### src/rtl/hamming_serial_decoder_if.sv
// Bus bundle for the serial Hamming decoder: bit-stream input side plus the
// word-level output buffer with its valid/ready handshake and status flags.
interface hamming_serial_decoder_if #(
  parameter int R = 3
);
  localparam int N = (1 << R) - 1;
  localparam int K = N - R;

  logic         in_bit;
  logic         in_valid;
  logic         frame_start;
  logic [K-1:0] out_data;
  logic         out_valid;
  logic         out_ready;
  logic [R-1:0] out_syndrome;
  logic         err_corrected;
  logic         err_uncorr;
  logic         overrun;

  // Bit source and word consumer.
  modport master (
    output in_bit, in_valid, frame_start, out_ready,
    input  out_data, out_valid, out_syndrome, err_corrected, err_uncorr, overrun
  );

  // The decoder itself.
  modport slave (
    input  in_bit, in_valid, frame_start, out_ready,
    output out_data, out_valid, out_syndrome, err_corrected, err_uncorr, overrun
  );
endinterface

### src/rtl/hamming_serial_decoder.sv
// Serial Hamming(2^R-1, 2^R-1-R) decoder with optional SECDED overall parity.
// Collects one frame bit per in_valid strobe, decodes in a single DECODE
// cycle and parks the result in a one-entry output buffer.
//
// Handshake: a word moves to the consumer on any cycle where ena, out_valid
// and out_ready are all high at the rising clock edge; out_data and the flags
// are stable while out_valid is high and not yet accepted.
module hamming_serial_decoder #(
  parameter int R      = 3,
  parameter bit SECDED = 1'b1
) (
  input  logic                     clk,
  input  logic                     rst,
  input  logic                     ena,
  hamming_serial_decoder_if.slave  bus,
  output logic [1:0]               dbg_state
);

  localparam int N    = (1 << R) - 1;
  localparam int K    = N - R;
  localparam int FLEN = N + (SECDED ? 1 : 0);
  localparam int CW   = $clog2(FLEN + 1);

  typedef enum logic [1:0] {
    IDLE   = 2'd0,
    RECV   = 2'd1,
    DECODE = 2'd2
  } state_t;

  // Code position of the k-th data bit (k = 0 is the lowest non-power-of-two position).
  function automatic int data_pos(input int k);
    int seen;
    seen = 0;
    for (int p = 1; p <= N; p++) begin
      if ((p & (p - 1)) != 0) begin
        if (seen == k) return p;
        seen++;
      end
    end
    return 1;
  endfunction

  state_t          state_q, state_d;
  logic [CW-1:0]   cnt_q, cnt_d;
  logic [FLEN-1:0] frame_q;
  logic            cap_en;
  logic [CW-1:0]   cap_idx;
  logic            decode_fire;

  logic [R-1:0]    syn_c;
  logic            par_c;
  logic            flip_en;
  logic [N-1:0]    code_c;
  logic [K-1:0]    data_c;
  logic            corr_c;
  logic            uncorr_c;

  logic [K-1:0]    data_q;
  logic [R-1:0]    syn_q;
  logic            corr_q;
  logic            uncorr_q;
  logic            valid_q;
  logic            overrun_q;

  // Frame sequencing: state register and bit counter.
  always_ff @(posedge clk) begin
    if (rst) begin
      state_q <= IDLE;
      cnt_q   <= '0;
    end else if (ena) begin
      state_q <= state_d;
      cnt_q   <= cnt_d;
    end
  end

  // Next-state logic; frame_start always restarts at code position 1.
  always_comb begin
    state_d     = state_q;
    cnt_d       = cnt_q;
    cap_en      = 1'b0;
    cap_idx     = cnt_q;
    decode_fire = 1'b0;
    case (state_q)
      IDLE: begin
        if (bus.in_valid && bus.frame_start) begin
          cap_en  = 1'b1;
          cap_idx = '0;
          cnt_d   = CW'(1);
          state_d = RECV;
        end
      end
      RECV: begin
        if (bus.in_valid) begin
          cap_en = 1'b1;
          if (bus.frame_start) begin
            cap_idx = '0;
            cnt_d   = CW'(1);
          end else if (cnt_q == CW'(FLEN - 1)) begin
            cnt_d   = '0;
            state_d = DECODE;
          end else begin
            cnt_d   = cnt_q + CW'(1);
          end
        end
      end
      DECODE: begin
        decode_fire = 1'b1;
        if (bus.in_valid && bus.frame_start) begin
          cap_en  = 1'b1;
          cap_idx = '0;
          cnt_d   = CW'(1);
          state_d = RECV;
        end else begin
          cnt_d   = '0;
          state_d = IDLE;
        end
      end
      default: begin
        cnt_d   = '0;
        state_d = IDLE;
      end
    endcase
  end

  // Frame storage: bit index i holds code position i+1 (overall parity last).
  always_ff @(posedge clk) begin
    if (rst) begin
      frame_q <= '0;
    end else if (ena) begin
      for (int i = 0; i < FLEN; i++) begin
        if (cap_en && (cap_idx == CW'(i))) frame_q[i] <= bus.in_bit;
      end
    end
  end

  // Syndrome, overall parity, correction and data extraction.
  always_comb begin
    syn_c = '0;
    for (int p = 1; p <= N; p++) begin
      if (frame_q[p-1]) syn_c = syn_c ^ R'(p);
    end
    par_c   = SECDED ? ^frame_q : 1'b0;
    // With SECDED a nonzero syndrome is only trusted when overall parity is odd.
    flip_en = (syn_c != '0) && (SECDED ? par_c : 1'b1);
    code_c  = frame_q[N-1:0];
    for (int p = 1; p <= N; p++) begin
      if (flip_en && (syn_c == R'(p))) code_c[p-1] = ~code_c[p-1];
    end
    data_c = '0;
    for (int k = 0; k < K; k++) begin
      data_c[k] = code_c[data_pos(k) - 1];
    end
    // Odd overall parity alone means the parity bit itself was hit: still a corrected case.
    corr_c   = SECDED ? par_c : (syn_c != '0);
    uncorr_c = SECDED && (syn_c != '0) && !par_c;
  end

  // One-entry output buffer; a decode into a full, unpopped buffer is dropped.
  always_ff @(posedge clk) begin
    if (rst) begin
      data_q    <= '0;
      syn_q     <= '0;
      corr_q    <= 1'b0;
      uncorr_q  <= 1'b0;
      valid_q   <= 1'b0;
      overrun_q <= 1'b0;
    end else if (ena) begin
      if (decode_fire) begin
        if (!valid_q || bus.out_ready) begin
          data_q   <= data_c;
          syn_q    <= syn_c;
          corr_q   <= corr_c;
          uncorr_q <= uncorr_c;
          valid_q  <= 1'b1;
        end else begin
          overrun_q <= 1'b1;
        end
      end else if (valid_q && bus.out_ready) begin
        valid_q <= 1'b0;
      end
    end
  end

  assign bus.out_data      = data_q;
  assign bus.out_syndrome  = syn_q;
  assign bus.err_corrected = corr_q;
  assign bus.err_uncorr    = uncorr_q;
  assign bus.out_valid     = valid_q;
  assign bus.overrun       = overrun_q;
  assign dbg_state         = state_q;

endmodule

### src/flat_wrapper.sv
// flat-port wrapper written by rule: the top's interface ports become plain ports
module hamming_serial_decoder_flat 
#(
  parameter int R      = 3,
  parameter bit SECDED = 1'b1
)
  (clk, rst, ena, dbg_state, bus_in_bit, bus_in_valid, bus_frame_start, bus_out_ready, bus_out_data, bus_out_valid, bus_out_syndrome, bus_err_corrected, bus_err_uncorr, bus_overrun);
  hamming_serial_decoder_if #(.R(R)) bus_i ();
  input  logic clk;
  input  logic rst;
  input  logic ena;
  output logic [1:0] dbg_state;
  input wire logic [$bits(bus_i.in_bit)-1:0] bus_in_bit;
  input wire logic [$bits(bus_i.in_valid)-1:0] bus_in_valid;
  input wire logic [$bits(bus_i.frame_start)-1:0] bus_frame_start;
  input wire logic [$bits(bus_i.out_ready)-1:0] bus_out_ready;
  output wire logic [$bits(bus_i.out_data)-1:0] bus_out_data;
  output wire logic [$bits(bus_i.out_valid)-1:0] bus_out_valid;
  output wire logic [$bits(bus_i.out_syndrome)-1:0] bus_out_syndrome;
  output wire logic [$bits(bus_i.err_corrected)-1:0] bus_err_corrected;
  output wire logic [$bits(bus_i.err_uncorr)-1:0] bus_err_uncorr;
  output wire logic [$bits(bus_i.overrun)-1:0] bus_overrun;
  assign bus_i.in_bit = bus_in_bit;
  assign bus_i.in_valid = bus_in_valid;
  assign bus_i.frame_start = bus_frame_start;
  assign bus_i.out_ready = bus_out_ready;
  assign bus_out_data = bus_i.out_data;
  assign bus_out_valid = bus_i.out_valid;
  assign bus_out_syndrome = bus_i.out_syndrome;
  assign bus_err_corrected = bus_i.err_corrected;
  assign bus_err_uncorr = bus_i.err_uncorr;
  assign bus_overrun = bus_i.overrun;
  hamming_serial_decoder #(.R(R), .SECDED(SECDED)) u_core (.clk(clk), .rst(rst), .ena(ena), .bus(bus_i), .dbg_state(dbg_state));
endmodule
### config.mk
export PLATFORM = sky130hd
export DESIGN_NAME = hamming_serial_decoder_flat
export DESIGN_NICKNAME = d
export VERILOG_FILES = /design/src/rtl/hamming_serial_decoder_if.sv /design/src/rtl/hamming_serial_decoder.sv /design/src/flat_wrapper.sv
export SDC_FILE = /design/constraint.sdc
export NUM_CORES = 1
export LEC_CHECK = 0
export ABC_AREA = 1
export ABC_CLOCK_PERIOD_IN_PS = 1340
export BUFFER_PORTS_ARGS = -buffer_cell sky130_fd_sc_hd__buf_2
export CAP_MARGIN = 10
export CORE_MARGIN = 5
export CORE_UTILIZATION = 50
export DETAILED_ROUTE_END_ITERATION = 8
export GPL_ROUTABILITY_DRIVEN = 0
export PLACE_DENSITY = 0.81
export SLEW_MARGIN = 20
export SYNTH_ARGS = -nofsm -noshare
export SYNTH_HDL_FRONTEND = slang
export SYNTH_SLANG_ARGS = --single-unit
### constraint.sdc
create_clock -name clk -period 1.34 [get_ports clk]
set_input_delay 0.067 -clock clk [delete_from_list [all_inputs] [get_ports clk]]
set_output_delay 0.067 -clock clk [all_outputs]
set_load 0.01 [all_outputs]
After elaboration in Yosys (flattened, before gate mapping):

Index checks and enable logic that the tools add are counted.

* bits in registers: 25

* $add $sub $neg: 1
* equal/unequal tests: 19
* mux-type cells: 34
* bitwise logic cells: 11
* reductions and logical operators: 38

Operators by type and width (count)
* $mux W4: 7
* $eq A4 B3 Y1 const B: 5
* $logic_and A1 B1 Y1: 16
* $reduce_and A2 Y1: 8
* $mux W1: 13
* $mux W2: 6
* $mux W3: 4
* $pmux W4 S3: 1
* $reduce_and A3 Y1: 4
* $eq A3 B3 Y1 const B: 3
* $eq A4 B2 Y1 const B: 2
* $pmux W4 S2: 1
* $reduce_xor A8 Y1: 1
* $ne A2 B2 Y1 const B: 3
* $not A2 Y2: 3
* $pmux W2 S3: 1
* $not A1 Y1: 5
* $reduce_and A5 Y1: 1
* $add A4 B1 Y4 const B: 1
* $eq A4 B1 Y1 const B: 1
* $logic_not A4 Y1: 1
* $ne A2 B1 Y1 const B: 2
* $eq A3 B2 Y1 const B: 1
* $not A3 Y3: 1
* 10 further kinds: 12

Logic depth before layout (Yosys ltp):

Gate-level depths: netlist of the first run.

* word-level depth: 15
* gate-level depth with buffers: 13
* gate-level depth less buffers: 12

Worst setup path before layout of the first run:

Ideal clock, no wire load.

* kind: reg2reg
* start: register u_core.state_q[1], in the netlist u_core.dbg_state[1]
* end: register u_core.frame_q[2]
* library setup time: 0.134 ns
* arrival time: 1.206 ns
* slack: 0.000 ns
* stages on the path, launching flop included: 10
* path buffers: 0
* period minus slack after synthesis: 1.340 ns
* cells stage by stage: dfxtp_1 -> nand2_1 -> inv_2 -> nor2_4 -> inv_4 -> nand2_2 -> nor2_2 -> inv_2 -> nor3_1 -> nor3_1

* word-level cells in the longest chain between the ends: 6
* elaborated cells between the ends (all ways): 9

Ends and longest elaborated chain
* start, declared: RTL line hamming_serial_decoder.sv:43 `state_t state_q, state_d;`
* start signal, assigned: RTL line hamming_serial_decoder.sv:71 `state_q <= state_d;`
* $eq A2 B2 Y1 / $logic_not A2 Y1 (equally long branches): RTL line hamming_serial_decoder.sv:83 `case (state_q)`
* $reduce_or A2 Y1 (no source line)
* $pmux W4 S2: RTL line hamming_serial_decoder.sv:83
* $eq A4 B2 Y1: RTL line hamming_serial_decoder.sv:131 `if (cap_en && (cap_idx == CW'(i))) frame_q[i] <= bus.in_bit;`
* $logic_and A1 B1 Y1 *: RTL line hamming_serial_decoder.sv:131
* $reduce_and A2 Y1 (no source line) *
* end signal, assigned by index: RTL line hamming_serial_decoder.sv:131
* end, declared: RTL line hamming_serial_decoder.sv:45 `logic [FLEN-1:0] frame_q;`

Mark *: on every way between the ends. The rest lies on a longest branch, timed or not.
A chain may end at the register's enable or synchronous reset.

Worst setup path in the final report of the first run:

* start: register u_core.frame_q[6]
* end: register u_core.data_q[3], in the netlist u_core.bus.out_data[3]

* word-level cells in the longest chain between the ends: 5
* elaborated cells between the ends (all ways): 8

Ends and longest elaborated chain
* $mux W3: RTL line hamming_serial_decoder.sv:140 `if (frame_q[p-1]) syn_c = syn_c ^ R'(p);`
* $reduce_bool A3 Y1: RTL line hamming_serial_decoder.sv:144 `flip_en = (syn_c != '0) && (SECDED ? par_c : 1'b1);`
* $logic_and A1 B1 Y1: RTL line hamming_serial_decoder.sv:144
* $logic_and A1 B1 Y1: RTL line hamming_serial_decoder.sv:147 `if (flip_en && (syn_c == R'(p))) code_c[p-1] = ~code_c[p-1];`
* $mux W1 *: RTL line hamming_serial_decoder.sv:147
* end signal, assigned: RTL line hamming_serial_decoder.sv:170 `data_q <= data_c;`
* end, declared: RTL line hamming_serial_decoder.sv:58 `logic [K-1:0] data_q;`

Marks and branches as above.

==> results of run 1 <==
[routing by layer]
| metal | GRT usage [%] | routed length, um | vias to the layer above |
|---|---|---|---|
| met5 | 0 | 0 | - |
| met3 | 1.50 | 184 | 16 |
| li1 | - | - | 906 |
| met2 | 32.9 | 2320 | 65 |
| met1 | 23.5 | 1940 | 836 |
| met4 | 2.78 | 158 | 0 |
[per-stage QoR]
stage          util [%]  setup WS, ps  total power (W)  instances
2_1_floorplan         -         0.285         0.000899        253
3_3_place_gp       58.0         -33.6         0.000954        330
3_5_place_dp       58.0         -49.4         0.000959        330
4_1_cts            61.0         -18.3          0.00129        337
5_1_grt            67.7          -215          0.00137        341
6_report           67.7          -132          0.00131        341
[synth_stat cells, drive strengths merged]
library cell / count / area [um2]
nand4: 2 / 27.5
inv: 35 / 136
xor2: 1 / 8.76
nand2: 77 / 339
clkinv: 2 / 10.0
a21oi: 20 / 100
dfxtp: 25 / 500
nor4: 1 / 6.26
clkbuf: 3 / 21.3
nand3b: 1 / 20.0
o21ai: 16 / 91.3
buf: 2 / 18.8
nor2: 35 / 164
a211oi: 1 / 7.51
ha: 1 / 12.5
nand3: 13 / 65.1
nor3: 13 / 101
a31oi: 2 / 12.5
o211ai: 3 / 22.5
[what timing repair did]
action,CTS,global route
cloned,1,1
resized for setup,20,61
pin swaps,9,32
setup buffers,2,3
endpoints found under the setup margin,8,21
[worst max-delay path, cell delays in order, from the launching register on]
cell     delay [ps]
dfxtp_2         370
buf_8           150
nand2_4          70
inv_4            40
o21ai_4         180
nand2_4          90
nand2_4          90
nor2_2           50
a21oi_1         210
nor2_1           80
nor2_1           80
[final timing paths]
kind,end,slack [ps]
min,u_core.frame_q[0]$_SDFFE_PP0P_,90
max reg2reg,u_core.bus.out_data[3]$_SDFFE_PP0P_,-130
min reg2reg,u_core.bus.err_uncorr$_SDFFE_PP0P_,510
max,u_core.bus.out_data[3]$_SDFFE_PP0P_,-130
[report_power, final]
part	switching, W	internal [W]	total (W)
logic	0.000138	0.0000738	0.000211
registers	0.0000136	0.000747	0.000760
clock network	0.000226	0.000116	0.000342
[cell type report]
type                       instances  area (um2)  area share [%]
multi-input combinational        187        1170            52.4
sequential                        25         528            23.7
timing repair buffer              41         272            12.2
inverter                          37         170            7.65
tap                               46        57.6            2.59
clock buffer                       4        26.3            1.18
timing repair inverter             1        5.00           0.225
[logic make-up after synthesis]
| group | synth area share (%) |
|---|---|
| and+or+nand+nor | 43.4 |
| AOI/OAI and AO/OA | 14.0 |
| buffers and inverters | 11.2 |
| DFF | 30.1 |
| xor gates and xnor gates | 0.526 |
| adders and majority gates | 0.751 |
[registers in the layout (all words and copies together) (netlist names)]
signal	flops
u_core.bus.out_data	4
u_core.bus.err_uncorr	1
u_core.bus.overrun	1
u_core.bus.out_valid	1
u_core.dbg_state	2
u_core.bus.err_corrected	1
u_core.frame_q	8
u_core.cnt_q	4
u_core.bus.out_syndrome	3
==> impl_metrics.ini, run 1 <==
[die]
dieArea_um2 = 4580
num_rows = 21
core_um2 = 3280
start_util_pct = 50.7
pin_count = 20
die_y_um = 67.7
chipWidth_um = 67.7

[clock_network]
cts_max_level = 1
holdBufCountCts = 0
cts_sinks = 25
clockBufferDepth = 2
root_buffer = clkbuf_4
clkTransAtPathRegs_ps = 140
clock_latency_ps = 310
cts_buffers = 3
cts_tree = done

[placed_design]
post_dp_cell_area_um2 = 1910
port_buffers = 19
hpwl_um = 2870

[worst_setup_path]
required_ps = 1600
path_class = flip-flop to flip-flop
start_kind = flip-flop
startpoint = u_core.frame_q[6]$_SDFFE_PP0P_
reg2reg_from = u_core.frame_q[6]$_SDFFE_PP0P_
arrival_ps = 1730
crit_fanout = 7
crit_path_end_kind = flip-flop
reg2reg_depth = 10

[synthesis]
ys_types = 32
synth_nets = 261
yosysSeqAreaShare_pct = 30.1
synth_cells = 253
synth-seq-cells = 25
syn_area_per_cell_um2 = 6.58
synth_area_um2 = 1670
yosysWarnings = 0

[cells_and_area]
final_cell_mix = nand2_1, nor2_1, buf_4
n_antenna_cell = 0
post_route_cells_drive_above_1_share_pct = 48.8
area_growth_pct = 33.6
fillers = 267
final_common_cell = nand2_1
layout.cell_area.non_filler_um2 = 2220
nNetsFinal = 304

[hold_path]
min-delay-start = bus_in_bit
hold_depth = 3
hp-class = primary input to flip-flop

[timing]
rsz0062_at_grt = yes
relSlewSlack_pct = 72.7
finalSetupViolCount = 10
finClkSkew_ps = 7.19
fmax_ghz = 0.679
final.setup.worst_slack_ps = -132
fin_crit_ps = 1470
fin_crit_sh_pct = 110
setup_tns_ps = -434
holdWs_ps = 90.8
tightest_slew_ps = 410
slew_violations = 0
hold_violations = 0

[status]
status = complete, but fails checks
violations = setup timing

[job]
maxCapViolCount = 0

[routing]
final_antenna_net_count = 0
first_iter_violations = 76
vias_per_cell = 5.35
wl_um = 4610
wire_per_inst_um = 13.5
drt_pass1_iterations = 4
route.detailed.drc = 0
num_vias = 1823

[global_routing]
grt_pass1_wl_um = 6600
grt_overflow = 0
antenna_found_initial = 0
grt_start_max_net_pins = 18
grt_pass1_vias = 1525
grt_use_total_pct = 18.1

[power_and_ir_drop]
power_density_nw_per_um2 = 591
p_leak_nw = 1.01
max-vdd-ir-drop_v = 0.000467
Power figures use the tool's default switching activity.
==> run 2, diff against run 1 <==
--- a/config.mk
+++ b/config.mk
@@ -9,11 +9,14 @@
 export ABC_CLOCK_PERIOD_IN_PS = 1340
 export BUFFER_PORTS_ARGS = -buffer_cell sky130_fd_sc_hd__buf_2
 export CAP_MARGIN = 10
+export CELL_PAD_IN_SITES_DETAIL_PLACEMENT = 0
+export CELL_PAD_IN_SITES_GLOBAL_PLACEMENT = 1
+export CORE_ASPECT_RATIO = 0.9
 export CORE_MARGIN = 5
-export CORE_UTILIZATION = 50
+export CORE_UTILIZATION = 37
 export DETAILED_ROUTE_END_ITERATION = 8
 export GPL_ROUTABILITY_DRIVEN = 0
-export PLACE_DENSITY = 0.81
+export PLACE_DENSITY = 0.84
 export SLEW_MARGIN = 20
 export SYNTH_ARGS = -nofsm -noshare
 export SYNTH_HDL_FRONTEND = slang
==> run 2 against run 1 <==
Compared with the run above:
- the flow still finishes with violations (setup timing)
- first-iteration DRC count rose by 51%
- worst setup slack gained 17 ps
- final cell count increased by 5.9%
- clock-buffer cell count fell by 1
- die area is 30% higher
- critical path type unchanged
- critical endpoint is now u_core.bus.out_data[0]$_SDFFE_PP0P_
- largest cell class unchanged
- largest power group unchanged
==> impl_metrics.ini, run 2 (synthesized netlist as in run 1, its figures left out) <==
[status]
status = complete, but fails checks
violations = setup timing

[timing]
relSlewSlack_pct = 72.8
slew_violations = 0
tightest_slew_ps = 407
fmax_ghz = 0.687
fin_crit_sh_pct = 109
fin_crit_ps = 1450
final.setup.worst_slack_ps = -115
holdWs_ps = 152
finClkSkew_ps = 5.53
finalSetupViolCount = 4
hold_violations = 0
rsz0062_at_grt = yes

[worst_setup_path]
arrival_ps = 1630
crit_path_end_kind = flip-flop
path_class = flip-flop to flip-flop
required_ps = 1510
reg2reg_slack_ps = -110
start_kind = flip-flop
reg2reg_from = u_core.frame_q[6]$_SDFFE_PP0P_
reg2reg_depth = 11
cpPeakStageDelay_ps = 370
crit_fanout = 4
crit_chain = buf_4, nand2_1, inv_2, nor2_2, nand2_2, nand2_4, nand2_4, nor2_4, a21oi_2, nor2_1, nor2_1
worstReg2RegEnd = u_core.bus.out_data[0]$_SDFFE_PP0P_
critical_path.slowest_cell = dfxtp_4

[cells_and_area]
multiInputGateArea_um2 = 1140
area_growth_pct = 35.6
fin_util_pct = 51.3
largest_reg_flops = 8
nNetsFinal = 308
fillers = 438
layout.cells.non_filler = 361
regMostFlops = u_core.frame_q
final_common_cell = nand2_1
final-seq-area_um2 = 523
final_cell_mix = nand2_1, nand2_2, buf_4
post_route_cells_drive_above_1_share_pct = 48.5
n_antenna_cell = 0

[power_and_ir_drop]
p_int_w = 0.00103
power_density_nw_per_um2 = 628
clkPwrFrac_pct = 31.7
switching_share_pct = 27.2
total_power_w = 0.00142
power.switching_w = 0.000386
pwr-share-comb_pct = 15.0
p_leak_nw = 1.01
p_seq_share_pct = 53.3
max-vdd-ir-drop_v = 0.000407

[die]
start_util_pct = 37.8
num_rows = 23
die_y_um = 73.6
pin_count = 20
core_um2 = 4400
chipWidth_um = 80.7
dieArea_um2 = 5940

[global_routing]
antenna_found_initial = 0
grt_pass1_vias = 1561
grt_util_met2_pct = 23.0
grt_overflow = 0
grt_pass1_wl_um = 6730
grt_use_total_pct = 14.1
grt_start_max_net_pins = 18
grt.met1_usage_pct = 19.6
top_usage_layer = met2
use_met3_pct = 1.59

[hold_path]
min-delay-start = bus_out_ready
worstHoldEndpoint = u_core.bus.out_valid$_SDFFE_PP0P_
hold_depth = 4
hp-class = primary input to flip-flop

[placed_design]
pre_cts_slack_ps = -103
hpwl_um = 3040
port_buffers = 19
place_inst = 352

[clock_network]
clock_latency_ps = 270
clkTransAtPathRegs_ps = 90
cts_sinks = 25
cts_tree = done
cts_buffers = 3
clockBufferDepth = 2
root_buffer = clkbuf_8
cts_max_level = 1

[routing]
route.detailed.drc = 0
wl_um = 4330
final_antenna_net_count = 0
drt_pass1_iterations = 6
wire_per_inst_um = 12.0
vias_per_cell = 4.82
num_vias = 1740
first_iter_violations = 115

[job]
maxCapViolCount = 0
==> run 2: cell types whose count changed in the layout (fill, tap and decap cells not counted), moves of 3 or more <==
cell	previous run	this run
a21oi_2	5	2
buf_6	1	4
inv_2	11	15
nand2_4	12	6
a21oi_1	15	18
nand2_2	18	22
clkbuf_8	0	3
clkbuf_4	3	0
==> run 2: routing by layer <==
metal  share of wire [%]  up-vias
li1                    -      903
met1                  50      795
met2                  45       34
met3                 3.6        8
met4                 1.5        0
met5                   0        -
==> run 2: critical path, delay by kind of cell, from the launching register on <==
kind / cells / cell delay (ps)
AOI/OAI and AO/OA: 1 / 60
buffers and inverters: 2 / 190
DFF: 1 / 370
and+or+nand+nor: 8 / 720
==> run 2: power groups by stage <==
stage / sequential (W) / combinational (W) / clock (W)
after floorplan: 0.000782 / 0.000116 / 0
after global placement: 0.000777 / 0.000186 / 0
after detailed placement: 0.000778 / 0.000185 / 0
after CTS: 0.000761 / 0.000186 / 0.000466
after global routing: 0.000758 / 0.000235 / 0.000500
final: 0.000756 / 0.000213 / 0.000449
==> run 2: how the worst max path moves through the flow <==
| stage | slack [ps] | from | cells after the start | endpoint |
|---|---|---|---|---|
| final | -110 | u_core.frame_q[6]$_SDFFE_PP0P_ | 11 | u_core.bus.out_data[0]$_SDFFE_PP0P_ |
| after global routing | -180 | u_core.frame_q[6]$_SDFFE_PP0P_ | 11 | u_core.bus.out_data[0]$_SDFFE_PP0P_ |
| after CTS | -20 | u_core.frame_q[6]$_SDFFE_PP0P_ | 11 | u_core.bus.out_data[1]$_SDFFE_PP0P_ |
| after detailed placement | -100 | u_core.frame_q[6]$_SDFFE_PP0P_ | 10 | u_core.bus.out_data[0]$_SDFFE_PP0P_ |
| after global placement | -100 | u_core.frame_q[6]$_SDFFE_PP0P_ | 10 | u_core.bus.out_data[0]$_SDFFE_PP0P_ |
| after floorplan | 0.3 | u_core.dbg_state[1]$_SDFFE_PP0P_ | 9 | u_core.frame_q[2]$_SDFFE_PP0P_ |
==> run 2: final cells by class <==
class	count	area share [%]
tap	62	3.43
clock inverter	1	0.222
sequential	25	23.2
timing repair inverter	2	0.499
clock buffer	3	1.83
multi-input combinational	187	50.6
inverter	37	7.09
timing repair buffer	44	13.2
==> run 2: through the flow <==
step	setup TNS (ps)	cell area (um2)
2_1_floorplan	0	1670
3_3_place_gp	-207	1970
3_5_place_dp	-292	1970
4_1_cts	-73.4	2030
5_1_grt	-1360	2260
6_report	-297	2260
==> run 2: repair_timing <==
item	CTS	global route
gates resized for setup	7	63
gates cloned	0	3
hold buffers	0	0
buffers inserted	0	2
pin swaps	4	34
endpoints found under the setup margin	9	19
==> run 3, diff against run 2 <==
--- a/config.mk
+++ b/config.mk
@@ -8,7 +8,7 @@
 export ABC_AREA = 1
 export ABC_CLOCK_PERIOD_IN_PS = 1340
 export BUFFER_PORTS_ARGS = -buffer_cell sky130_fd_sc_hd__buf_2
-export CAP_MARGIN = 10
+export CAP_MARGIN = 0
 export CELL_PAD_IN_SITES_DETAIL_PLACEMENT = 0
 export CELL_PAD_IN_SITES_GLOBAL_PLACEMENT = 1
 export CORE_ASPECT_RATIO = 0.9
@@ -17,6 +17,8 @@
 export DETAILED_ROUTE_END_ITERATION = 8
 export GPL_ROUTABILITY_DRIVEN = 0
 export PLACE_DENSITY = 0.84
+export SETUP_SLACK_MARGIN = 0.1
+export SKIP_LAST_GASP = 1
 export SLEW_MARGIN = 20
 export SYNTH_ARGS = -nofsm -noshare
 export SYNTH_HDL_FRONTEND = slang
==> run 3 against run 2 <==
Compared with the run above:
- the flow still finishes with violations (setup timing)
- sequential share of layout area down 0.70 points
- register-to-register slack improved by 30 ps
- utilization up 1.2 points
- worst setup slack better by 28 ps
- die area is the same
- combinational power increased by 8%
- fmax is 2.0% higher
- final cell count unchanged
- global-route usage is 0.99 points higher
- critical path depth is 1 lower
==> impl_metrics.ini, run 3 (synthesized netlist as in run 1, its figures left out) <==
[routing]
met3_length_um = 120
wire_per_inst_um = 11.2
wl_met1_um = 2080
vias_per_cell = 4.65
first_iter_violations = 97
drt_pass1_iterations = 4
route.detailed.drc = 0
final_antenna_net_count = 0
wl_met2_um = 1780
num_vias = 1678
highest_layer = met4
wl_um = 4030

[timing]
fin_crit_sh_pct = 106
holdWs_ps = 137
finalSetupViolCount = 7
hold_violations = 0
fin_crit_ps = 1430
tightest_slew_ps = 402
rsz0062_at_grt = yes
fmax_ghz = 0.701
final.setup.worst_slack_ps = -86.6
slew_violations = 0
relSlewSlack_pct = 73.2
finClkSkew_ps = 4.46

[cells_and_area]
final_common_cell = nand2_1
regMostFlops = u_core.frame_q
final_cell_mix = nand2_1, nand2_2, buf_4
area_growth_pct = 38.8
largest_reg_flops = 8
post_route_cells_drive_above_1_share_pct = 51.2
n_antenna_cell = 0
nNetsFinal = 308
layout.cell_area.non_filler_um2 = 2310

[worst_setup_path]
path_class = flip-flop to flip-flop
crit_chain = buf_6, inv_8, nor2_4, o21ai_2, nand2_4, buf_4, nor2_4, a21oi_1, nor2_1, nor2_1
reg2reg_depth = 10
required_ps = 1520
arrival_ps = 1600
start_kind = flip-flop
crit_fanout = 6
cp.depth = 10
cpPeakStageDelay_ps = 370
critical_path.slowest_cell = dfxtp_4
crit_path_end_kind = flip-flop
cp_top_family = simple AND/OR/NAND/NOR gates
cp_num_buf_inv = 3

[clock_network]
cts_sinks = 25
cts_tree = done
clkTransAtPathRegs_ps = 90
cts_buffers = 3
cts_max_level = 1
clockBufferDepth = 2
clock_latency_ps = 280
root_buffer = clkbuf_8

[die]
num_rows = 23
die_y_um = 73.6
dieArea_um2 = 5940
start_util_pct = 37.8
pin_count = 20
chipWidth_um = 80.7
core_um2 = 4400

[hold_path]
hold_depth = 4
hp-class = primary input to flip-flop

[placed_design]
post_dp_cell_area_um2 = 1970
hpwl_um = 2990
port_buffers = 19

[global_routing]
grt_pass1_vias = 1542
antenna_found_initial = 0
grt_pass1_wl_um = 7120
grt_overflow = 0
grt_start_max_net_pins = 18
grt_use_total_pct = 15.1

[power_and_ir_drop]
p_leak_nw = 1.05
power_density_nw_per_um2 = 628
max-vdd-ir-drop_v = 0.000331

[job]
maxCapViolCount = 0

[status]
violations = setup timing
status = complete, but fails checks
run 3: changes by cell type in the layout (fill, tap and decap cells not counted), moves of 2 or more:
cell,change
dfxtp_2,+3
nand2_1,-3
a21oi_1,-2
a21oi_2,+2
dfxtp_4,-2
nand2_4,+2
nor2_1,-2
run 3: path summary, 6_finish.rpt:
kind | start | endpoint | slack (ps)
worst max-delay path | u_core.frame_q[6]$_SDFFE_PP0P_ | u_core.bus.out_data[2]$_SDFFE_PP0P_ | -90
worst min-delay path | bus_out_ready | u_core.bus.out_valid$_SDFFE_PP0P_ | 140
worst max register to register | u_core.frame_q[6]$_SDFFE_PP0P_ | u_core.bus.out_data[2]$_SDFFE_PP0P_ | -90
worst min register to register | u_core.bus.err_uncorr$_SDFFE_PP0P_ | u_core.bus.err_uncorr$_SDFFE_PP0P_ | 480
run 3: stage by stage:
stage          TNS [ps]  setup WS, ps  std cells  util [%]  power, W
2_1_floorplan         0          94.6        253         -  0.000901
3_3_place_gp       -240         -99.3        351      44.8  0.000966
3_5_place_dp       -197         -81.7        351      44.8  0.000966
4_1_cts           -54.4         -18.1        356      47.5   0.00144
5_1_grt           -1760          -161        361      52.5   0.00154
6_report           -177         -86.6        361      52.5   0.00145
run 3: routing by layer:
metal,vias to the layer above,track usage (%)
li1,911,-
met1,742,22.7
met2,21,22.5
met3,4,2.21
met4,0,3.94
met5,-,0
run 3: final cells by class:
cell class | count | area [um2]
fill | 445 | 2090
multi-input combinational | 187 | 1180
sequential | 25 | 519
timing repair buffer | 46 | 329
inverter | 37 | 163
tap | 62 | 77.6
clock buffer | 3 | 41.3
clock inverter | 1 | 5.00
run 3: timing repair:
item                                    4_1_cts  5_1_grt
setup buffers                                 0        5
hold buffers                                  0        0
endpoints found under the setup margin       19       23
cloned                                        1        0
pin swaps                                    13       27
gates resized for setup                      23       53
run 3: worst register-to-register path: stages (launching register included):
cell and delay, ps:
dfxtp_4 370, buf_6 140, inv_8 60, nor2_4 40, o21ai_2 170, nand2_4 110
buf_4 150, nor2_4 90, a21oi_1 60, nor2_1 100, nor2_1 40
run 3: where the power goes:
part           total (W)  switching [W]  internal (W)
logic           0.000231       0.000140     0.0000915
registers       0.000762      0.0000115      0.000751
clock network   0.000458       0.000249      0.000209
